<file path="src/rtl/rom_arbiter.sv">
`default_nettype none
// rom_arbiter: three-port ROM read arbiter sharing one SDRAM read channel.
// Define ROM_ARB_RR_EN for round-robin arbitration; default is fixed priority 0>1>2.
module rom_arbiter #(
   parameter int ADDR_W = 23,
   parameter int DATA_W = 16,
   parameter int TMO    = 255
) (
   input  logic              clk,
   input  logic              reset,
   input  logic              req0,
   input  logic              req1,
   input  logic              req2,
   input  logic [ADDR_W-1:0] addr0,
   input  logic [ADDR_W-1:0] addr1,
   input  logic [ADDR_W-1:0] addr2,
   output logic              valid0,
   output logic              valid1,
   output logic              valid2,
   output logic [DATA_W-1:0] dout,
   output logic              sdram_req,
   output logic [ADDR_W-1:0] sdram_addr,
   input  logic [DATA_W-1:0] sdram_data,
   input  logic              sdram_valid,
   output logic              busy
);

   typedef enum logic [1:0] {
      S_IDLE = 2'd0,
      S_WAIT = 2'd1,
      S_DONE = 2'd2,
      S_GAP  = 2'd3
   } state_t;

   // Last WAIT cycle index: WAIT lasts exactly TMO cycles before a retry.
   localparam logic [7:0] TMO_LAST = 8'(TMO - 1);

   state_t              state, state_next;
   logic [1:0]          grant, grant_next;
   logic                sdram_req_next;
   logic [ADDR_W-1:0]   sdram_addr_next;
   logic [DATA_W-1:0]   dout_next;
   logic [2:0]          valid, valid_next;
   logic [7:0]          timer, timer_next;
   logic [2:0]          req_vec;
   logic [1:0]          arb_idx;
   logic [ADDR_W-1:0]   arb_addr;

   assign req_vec = {req2, req1, req0};
   assign valid0  = valid[0];
   assign valid1  = valid[1];
   assign valid2  = valid[2];
   assign busy    = (state != S_IDLE);

`ifdef ROM_ARB_RR_EN
   logic [1:0] rr_ptr, rr_ptr_next;
   logic [2:0] rr_sum;
   logic [1:0] rr_cand;

   // Scan from lowest to highest priority so the port nearest rr_ptr wins.
   always_comb begin
      arb_idx = 2'd0;
      rr_sum  = 3'd0;
      rr_cand = 2'd0;
      for (int i = 2; i >= 0; i--) begin
         rr_sum  = {1'b0, rr_ptr} + 3'(i);
         rr_cand = (rr_sum >= 3'd3) ? 2'(rr_sum - 3'd3) : rr_sum[1:0];
         if (req_vec[rr_cand]) arb_idx = rr_cand;
      end
   end
`else
   always_comb begin
      if (req0)      arb_idx = 2'd0;
      else if (req1) arb_idx = 2'd1;
      else           arb_idx = 2'd2;
   end
`endif

   always_comb begin
      case (arb_idx)
         2'd0:    arb_addr = addr0;
         2'd1:    arb_addr = addr1;
         default: arb_addr = addr2;
      endcase
   end

   always_comb begin
      state_next      = state;
      grant_next      = grant;
      sdram_req_next  = sdram_req;
      sdram_addr_next = sdram_addr;
      dout_next       = dout;
      valid_next      = 3'b000;
      timer_next      = timer;
`ifdef ROM_ARB_RR_EN
      rr_ptr_next     = rr_ptr;
`endif
      case (state)
         S_IDLE: begin
            if (|req_vec) begin
               grant_next      = arb_idx;
               sdram_addr_next = arb_addr;
               sdram_req_next  = 1'b1;
               timer_next      = 8'd0;
               state_next      = S_WAIT;
`ifdef ROM_ARB_RR_EN
               rr_ptr_next     = (arb_idx == 2'd2) ? 2'd0 : arb_idx + 2'd1;
`endif
            end
         end
         S_WAIT: begin
            // Data always lands in dout; the pulse only goes out if the requester still waits.
            if (sdram_valid) begin
               dout_next         = sdram_data;
               sdram_req_next    = 1'b0;
               valid_next[grant] = req_vec[grant];
               state_next        = S_DONE;
            end else if (timer == TMO_LAST) begin
               // The IDLE cycle that follows is the single low cycle before the retry.
               sdram_req_next = 1'b0;
               timer_next     = 8'd0;
               state_next     = S_IDLE;
            end else begin
               timer_next = timer + 8'd1;
            end
         end
         S_DONE:  state_next = S_GAP;
         S_GAP:   state_next = S_IDLE;
         default: state_next = S_IDLE;
      endcase
   end

   always_ff @(posedge clk) begin
      if (reset) begin
         state      <= S_IDLE;
         grant      <= 2'd0;
         sdram_req  <= 1'b0;
         sdram_addr <= '0;
         dout       <= '0;
         valid      <= 3'b000;
         timer      <= 8'd0;
`ifdef ROM_ARB_RR_EN
         rr_ptr     <= 2'd0;
`endif
      end else begin
         state      <= state_next;
         grant      <= grant_next;
         sdram_req  <= sdram_req_next;
         sdram_addr <= sdram_addr_next;
         dout       <= dout_next;
         valid      <= valid_next;
         timer      <= timer_next;
`ifdef ROM_ARB_RR_EN
         rr_ptr     <= rr_ptr_next;
`endif
      end
   end

endmodule
`default_nettype wire

</file>
<file path="config.mk">
export PLATFORM = sky130hd
export DESIGN_NAME = rom_arbiter
export DESIGN_NICKNAME = d
export VERILOG_FILES = /design/src/rtl/rom_arbiter.sv
export SDC_FILE = /design/constraint.sdc
export NUM_CORES = 1
export LEC_CHECK = 0
export BUFFER_PORTS_ARGS = -buffer_cell sky130_fd_sc_hd__clkbuf_2
export CAP_MARGIN = 10
export CORE_MARGIN = 2
export CORE_UTILIZATION = 26
export CTS_CLUSTER_DIAMETER = 60
export DETAILED_ROUTE_END_ITERATION = 12
export PLACE_DENSITY = 0.54
export SLEW_MARGIN = 20
export SYNTH_ARGS = -nofsm -noshare
export SYNTH_HDL_FRONTEND = slang
export SYNTH_SLANG_ARGS = --single-unit
</file>
<file path="constraint.sdc">
create_clock -name clk -period 1.9 [get_ports clk]
set_input_delay 0.57 -clock clk [delete_from_list [all_inputs] [get_ports clk]]
set_output_delay 0.57 -clock clk [all_outputs]
set_load 0.05 [all_outputs]
</file>
==> flow_summary.ini, run 1 <==
[power]
ir_drop_uv = 327
p_leak_nw = 1.62
comb_power_share_pct = 26.8
p_sw_mw = 0.899
swShare_pct = 32.5
total_power_mw = 2.77
power_density_nw_per_um2 = 789
pwr-share-seq_pct = 45.9
clock_power_share_pct = 27.3
internal_power_mw = 1.87

[sta]
fmaxAchievable_ghz = 0.564
drv_slew = 0
setup_viol = 0
rsz0062_at_grt = false
holdWs_ns = 0.456
tns_ns = 0
worst_slew_pin_slew_ns = 0.448
period_minus_slack_ns = 1.77
hold_violations = 0
period_share_pct = 93.4
setup_slack_ns = 0.126
slew_headroom_pct = 70.1
fin_skew_ns = 0.00258

[global_routing]
grt_pass1_wl_mm = 10.3
grt_max_degree = 36
antenna_found_initial = 0
overflow = 0
grt_pass1_vias = 2246
grt_usage_pct = 12.4

[synthesis]
synth_warnings = 0
synth_edf_count = 0
synthCells = 330
synth-simple-area-share_pct = 23.8
synth_top_family_by_area = simple AND/OR/NAND/NOR gates
synth.yosys.seq_area_share_pct = 43.1
syn_area_per_cell_um2 = 7.74
syn_area_um2 = 2550
synth.area.mux_share_pct = 6.66
async_reset_ff_share_pct = 0
synth_nets = 423
ys_types = 40
ys_seq_elements = 55
synth-compound-area-share_pct = 19.3
synthXorXnorAreaFrac_pct = 1.03
synth_top_flop_cell = dfxtp_1
synth_fa_ha_area_share_pct = 0.979

[route]
drc = 0
vias = 2673
detail_route.iter0.violations = 83
routed_via_density = 4.49
first_pass_iters = 4
drtAntennaViolNets = 0
post_drt_wl_per_cell_um = 11.5
drt_wl_total_mm = 6.86

[floorplan]
die_area_um2 = 10600
fp-row-count = 36
die_x_um = 103
core_area_um2 = 9640
die_y_um = 103
initial_utilization_pct = 26.5
io_pins = 135

[setup_path]
crit_required_ns = 1.33
r2r_slack_ns = 0.13
cp.arrival_ns = 1.20
crit_path_start_kind = flop
cp_max_fo = 8
worstSetupPathType = flop to output port
setup.worst_path.end_class = output port

[clock_tree]
cts_made_buffers = 5
clkTransAtPathRegs_ns = 0.09
root_buffer = clkbuf_8
clk_path_buf_depth = 2
clkLatencyLatePin_ns = 0.30
htreeDepth = 2
holdBufCountCts = 0
clock-sinks = 55
cts_setup_buffers = 0
cts_tree = built

[hold_path]
worstHoldPathType = flop to flop

[place]
dp_hpwl_mm = 5.33
dpl_worst_slack_ns = 0.101
globalplace.congestion = 0.807
port_buffers = 134

[layout]
drive_gt1_share_pct = 34.8
syn_to_final_growth_pct = 37.2
num-nets-final = 555
n_antenna_cell = 0

[run]
drv_cap = 0

[outcome]
status = finished, final reports clean
## area by class of cell
class	count	area, um2
tap	133	166
multi-input combinational	249	1320
timing repair buffer	147	793
inverter	4	15.0
fill	1095	6130
clock inverter	1	30.0
clock buffer	6	72.6
sequential	55	1100
## state kept, by name, summed over array words and instances (netlist names), named ones only
name        cells
state           1
dout           16
grant           2
sdram_req       1
timer           8
valid           3
sdram_addr     23
## synth_stat cells (all sizes together), types with 2 or more instances
cell type / n / area, um2
mux2i: 17 / 170
or3: 3 / 18.8
ha: 2 / 25.0
a22o: 7 / 61.3
dfxtp: 55 / 1100
a21oi: 45 / 225
o21bai: 2 / 15.0
o21ai: 19 / 95.1
a31oi: 7 / 43.8
and3: 3 / 20.0
nand2b: 2 / 12.5
xor2: 2 / 17.5
nand2: 109 / 409
nor2: 8 / 30.0
and2: 3 / 18.8
buf: 10 / 68.8
inv: 4 / 15.0
clkbuf: 12 / 46.3
nor3: 2 / 10.0
nand4: 2 / 12.5
nand3: 3 / 15.0
## routing by layer
| layer | up-vias | GRT usage [%] | routed length [um] |
|---|---|---|---|
| met5 | - | 0 | 0 |
| met4 | 0 | 3.44 | 82 |
| met3 | 6 | 3.73 | 490 |
| met2 | 96 | 21.5 | 3340 |
| met1 | 1190 | 14.8 | 2950 |
| li1 | 1381 | - | - |
## logic make-up (layout without fill, tap and decap cells)
family          after synthesis  after routing
compound gates               85             85
xor+xnor                      3              3
fa+ha+maj                     2              2
buf+inv                      26            158
flops                        55             55
mux                          17             17
simple gates                142            142
## power groups by stage
stage | logic (mW) | registers (mW) | clock network, mW
global route | 0.808 | 1.28 | 0.844
global placement | 0.741 | 1.30 | 0
detailed placement | 0.749 | 1.30 | 0
CTS | 0.750 | 1.27 | 0.791
floorplan | 0.283 | 1.51 | 0
finish | 0.741 | 1.27 | 0.754
## what timing repair did
item,4_1_cts,5_1_grt
gates resized for setup,0,2
endpoints found under the setup margin,0,1
endpoints found under the hold margin,0,0
## per-stage QoR
stage          utilization (%)  area [um2]  instances
6_report                  36.4        3500        595
3_3_place_gp              35.3        3400        588
5_1_grt                   36.4        3500        595
2_1_floorplan                -        2550        330
4_1_cts                   36.3        3500        595
3_5_place_dp              35.3        3400        588
## critical path: stages, from the launching register on
cell and delay (ns):
dfxtp_2 0.37, nor2_1 0.20, inv_1 0.09, clkbuf_2 0.25
## final timing paths
path | to | cells past startpoint | start
setup reg to reg | timer[7]$_SDFFE_PP0P_ | 6 | timer[0]$_SDFFE_PP0P_
setup / recovery | busy | 3 | state[0]$_SDFFE_PP0P_
hold / removal | sdram_addr[19]$_SDFFE_PP0P_ | 2 | sdram_addr[19]$_SDFFE_PP0P_
hold reg to reg | sdram_addr[19]$_SDFFE_PP0P_ | 2 | sdram_addr[19]$_SDFFE_PP0P_
## cells in the final DEF (no fill, tap or decap), drive strengths merged
master / count
nor4b: 1
inv: 4
or2: 1
or4: 1
mux2i: 17
nor2: 8
and2: 3
nand2b: 2
nand4: 2
bufinv: 1
clkbuf: 140
a21o: 1
and3b: 1
and4: 1
dfxtp: 55
a21oi: 45
nand2: 109
nor4: 1
a2111oi: 1
ha: 2
nand3: 3
or3: 3
a2bb2oi: 1
a31oi: 7
nor2b: 1
xnor2: 1
a211o: 1
and3: 3
a2111o: 1
buf: 13
a22o: 7
o21ai: 19
o21bai: 2
nor3: 2
xor2: 2
Note: power is estimated with default switching activity, not from simulation.
==> run 2: changes to the inputs <==
--- a/config.mk
+++ b/config.mk
@@ -9,6 +9,7 @@
 export CAP_MARGIN = 10
 export CORE_MARGIN = 2
 export CORE_UTILIZATION = 26
+export CTS_BUF_LIST = sky130_fd_sc_hd__clkbuf_4
 export CTS_CLUSTER_DIAMETER = 60
 export DETAILED_ROUTE_END_ITERATION = 12
 export PLACE_DENSITY = 0.54
==> flow_summary.ini, run 2 (synthesized netlist as in run 1, its figures left out) <==
[outcome]
status = finished, final reports clean

[clock_tree]
clkLatencyLatePin_ns = 0.36
cts_tree = built
clock-sinks = 55
cts_resized = 2
clk_path_buf_depth = 2
holdBufCountCts = 0
cts_made_buffers = 5
htreeDepth = 2
root_buffer = clkbuf_4
cts_setup_buffers = 0
clkTransAtPathRegs_ns = 0.15

[layout]
drive_gt1_share_pct = 35.3
n_antenna_cell = 0
final_common_cell = clkbuf_2
top_register = sdram_addr
final_cell_mix = 133 x clkbuf_2, 109 x nand2_1, 53 x dfxtp_1, 45 x a21oi_1
fin_area_um2 = 3490
syn_to_final_growth_pct = 36.7
num-nets-final = 555
largest_reg_flops = 23
top_regs = sdram_addr x23, dout x16, timer x8

[global_routing]
grt_pass1_wl_mm = 10.4
antenna_found_initial = 0
grt_max_degree = 36
grt_usage_pct = 12.4
grt_pass1_vias = 2255
overflow = 0

[sta]
fin_skew_ns = 0.00495
setup_viol = 0
worst_slew_pin_slew_ns = 0.425
fmaxAchievable_ghz = 0.550
setup_slack_ns = 0.0816
period_minus_slack_ns = 1.82
hold_violations = 0
period_share_pct = 95.7
drv_slew = 0
slew_headroom_pct = 71.4

[route]
drc = 0
drtAntennaViolNets = 0
detail_route.iter0.violations = 94
vias = 2667
first_pass_iters = 4
routed_via_density = 4.48
post_drt_wl_per_cell_um = 11.6
drt_wl_total_mm = 6.88

[setup_path]
worstSetupPathType = flop to flop
cp.arrival_ns = 2.13
timing.rr.end = timer[7]$_SDFFE_PP0P_
setup.worst_path.end_class = flop
crit_start = timer[0]$_SDFFE_PP0P_
crit_required_ns = 2.21
cp_max_fo = 5
rr_worst_depth = 6
setup.worst_path.end = timer[7]$_SDFFE_PP0P_
r2r_slack_ns = 0.08
crit_path_start_kind = flop
r2r_start = timer[0]$_SDFFE_PP0P_

[place]
globalplace.congestion = 0.807
dp_hpwl_mm = 5.33
dpl_worst_slack_ns = 0.101
place_area_um2 = 3400
port_buffers = 134

[floorplan]
fp-row-count = 36
io_pins = 135
core_area_um2 = 9640
die_x_um = 103
die_y_um = 103
initial_utilization_pct = 26.5
die_area_um2 = 10600

[power]
power_density_nw_per_um2 = 762
ir_drop_uv = 295
p_leak_nw = 1.62

[hold_path]
worstHoldPathType = primary input to flop

[run]
drv_cap = 0
run 2: cell count changes in the layout (fill, tap and decap cells not counted):
cell	before	now
a2111oi_2	1	0
a2111oi_4	0	1
buf_2	0	1
clkbuf_1	1	0
clkbuf_2	134	133
clkbuf_4	0	6
clkbuf_8	5	0
nor2_1	8	7
nor2_2	0	1
run 2: metal layers:
metal / global-route usage, % / vias up / part of all wire [%]
li1: - / 1383 / -
met1: 14.7 / 1182 / 42
met2: 21.6 / 92 / 49
met3: 3.73 / 10 / 7.0
met4: 3.64 / 0 / 1.4
met5: 0 / - / 0
run 2: cell type report:
class,count,area [um2]
Multi-Input combinational cell,249,1340
Sequential cell,55,1100
Clock buffer,6,45.0
Timing Repair Buffer,147,793
Tap cell,133,166
Inverter,4,15.0
Clock inverter,1,30.0
Fill cell,1087,6150
run 2: worst max-delay path: stages, from the launching register on:
cell and delay, ns:
dfxtp_1 0.38, inv_1 0.08, ha_1 0.20, and3_1 0.25, a2111o_1 0.45, or3_1 0.35
o21ai_1 0.07
run 2: worst min-delay path by stage:
stage / start / to / slack, ns / cells after the start
floorplan: grant[0]$_SDFFE_PP0P_ / valid[2]$_SDFF_PP0_ / 0.43 / 1
global placement: sdram_addr[21]$_SDFFE_PP0P_ / sdram_addr[21]$_SDFFE_PP0P_ / 0.44 / 2
detailed placement: sdram_addr[19]$_SDFFE_PP0P_ / sdram_addr[19]$_SDFFE_PP0P_ / 0.45 / 2
CTS: sdram_data[6] / dout[6]$_SDFFE_PP0P_ / 0.38 / 3
global route: sdram_data[7] / dout[7]$_SDFFE_PP0P_ / 0.37 / 3
finish: sdram_data[1] / dout[1]$_SDFFE_PP0P_ / 0.41 / 3
run 2: through the flow:
step                util [%]  setup TNS, ns  total power, mW  cells  hold WS (ns)
floorplan                  -              0             1.79    330         0.425
global placement        35.3              0             2.04    588         0.442
detailed placement      35.3              0             2.05    588         0.446
CTS                     36.1              0             2.71    595         0.380
global route            36.2        -0.0182             2.82    595         0.369
finish                  36.2              0             2.66    595         0.406
run 2: power breakdown:
part / switching, mW / leakage (nW) / internal, mW
clock network: 0.357 / 0.0417 / 0.286
registers: 0.0439 / 0.450 / 1.23
logic: 0.490 / 1.12 / 0.254
total: 0.891 / 1.62 / 1.77
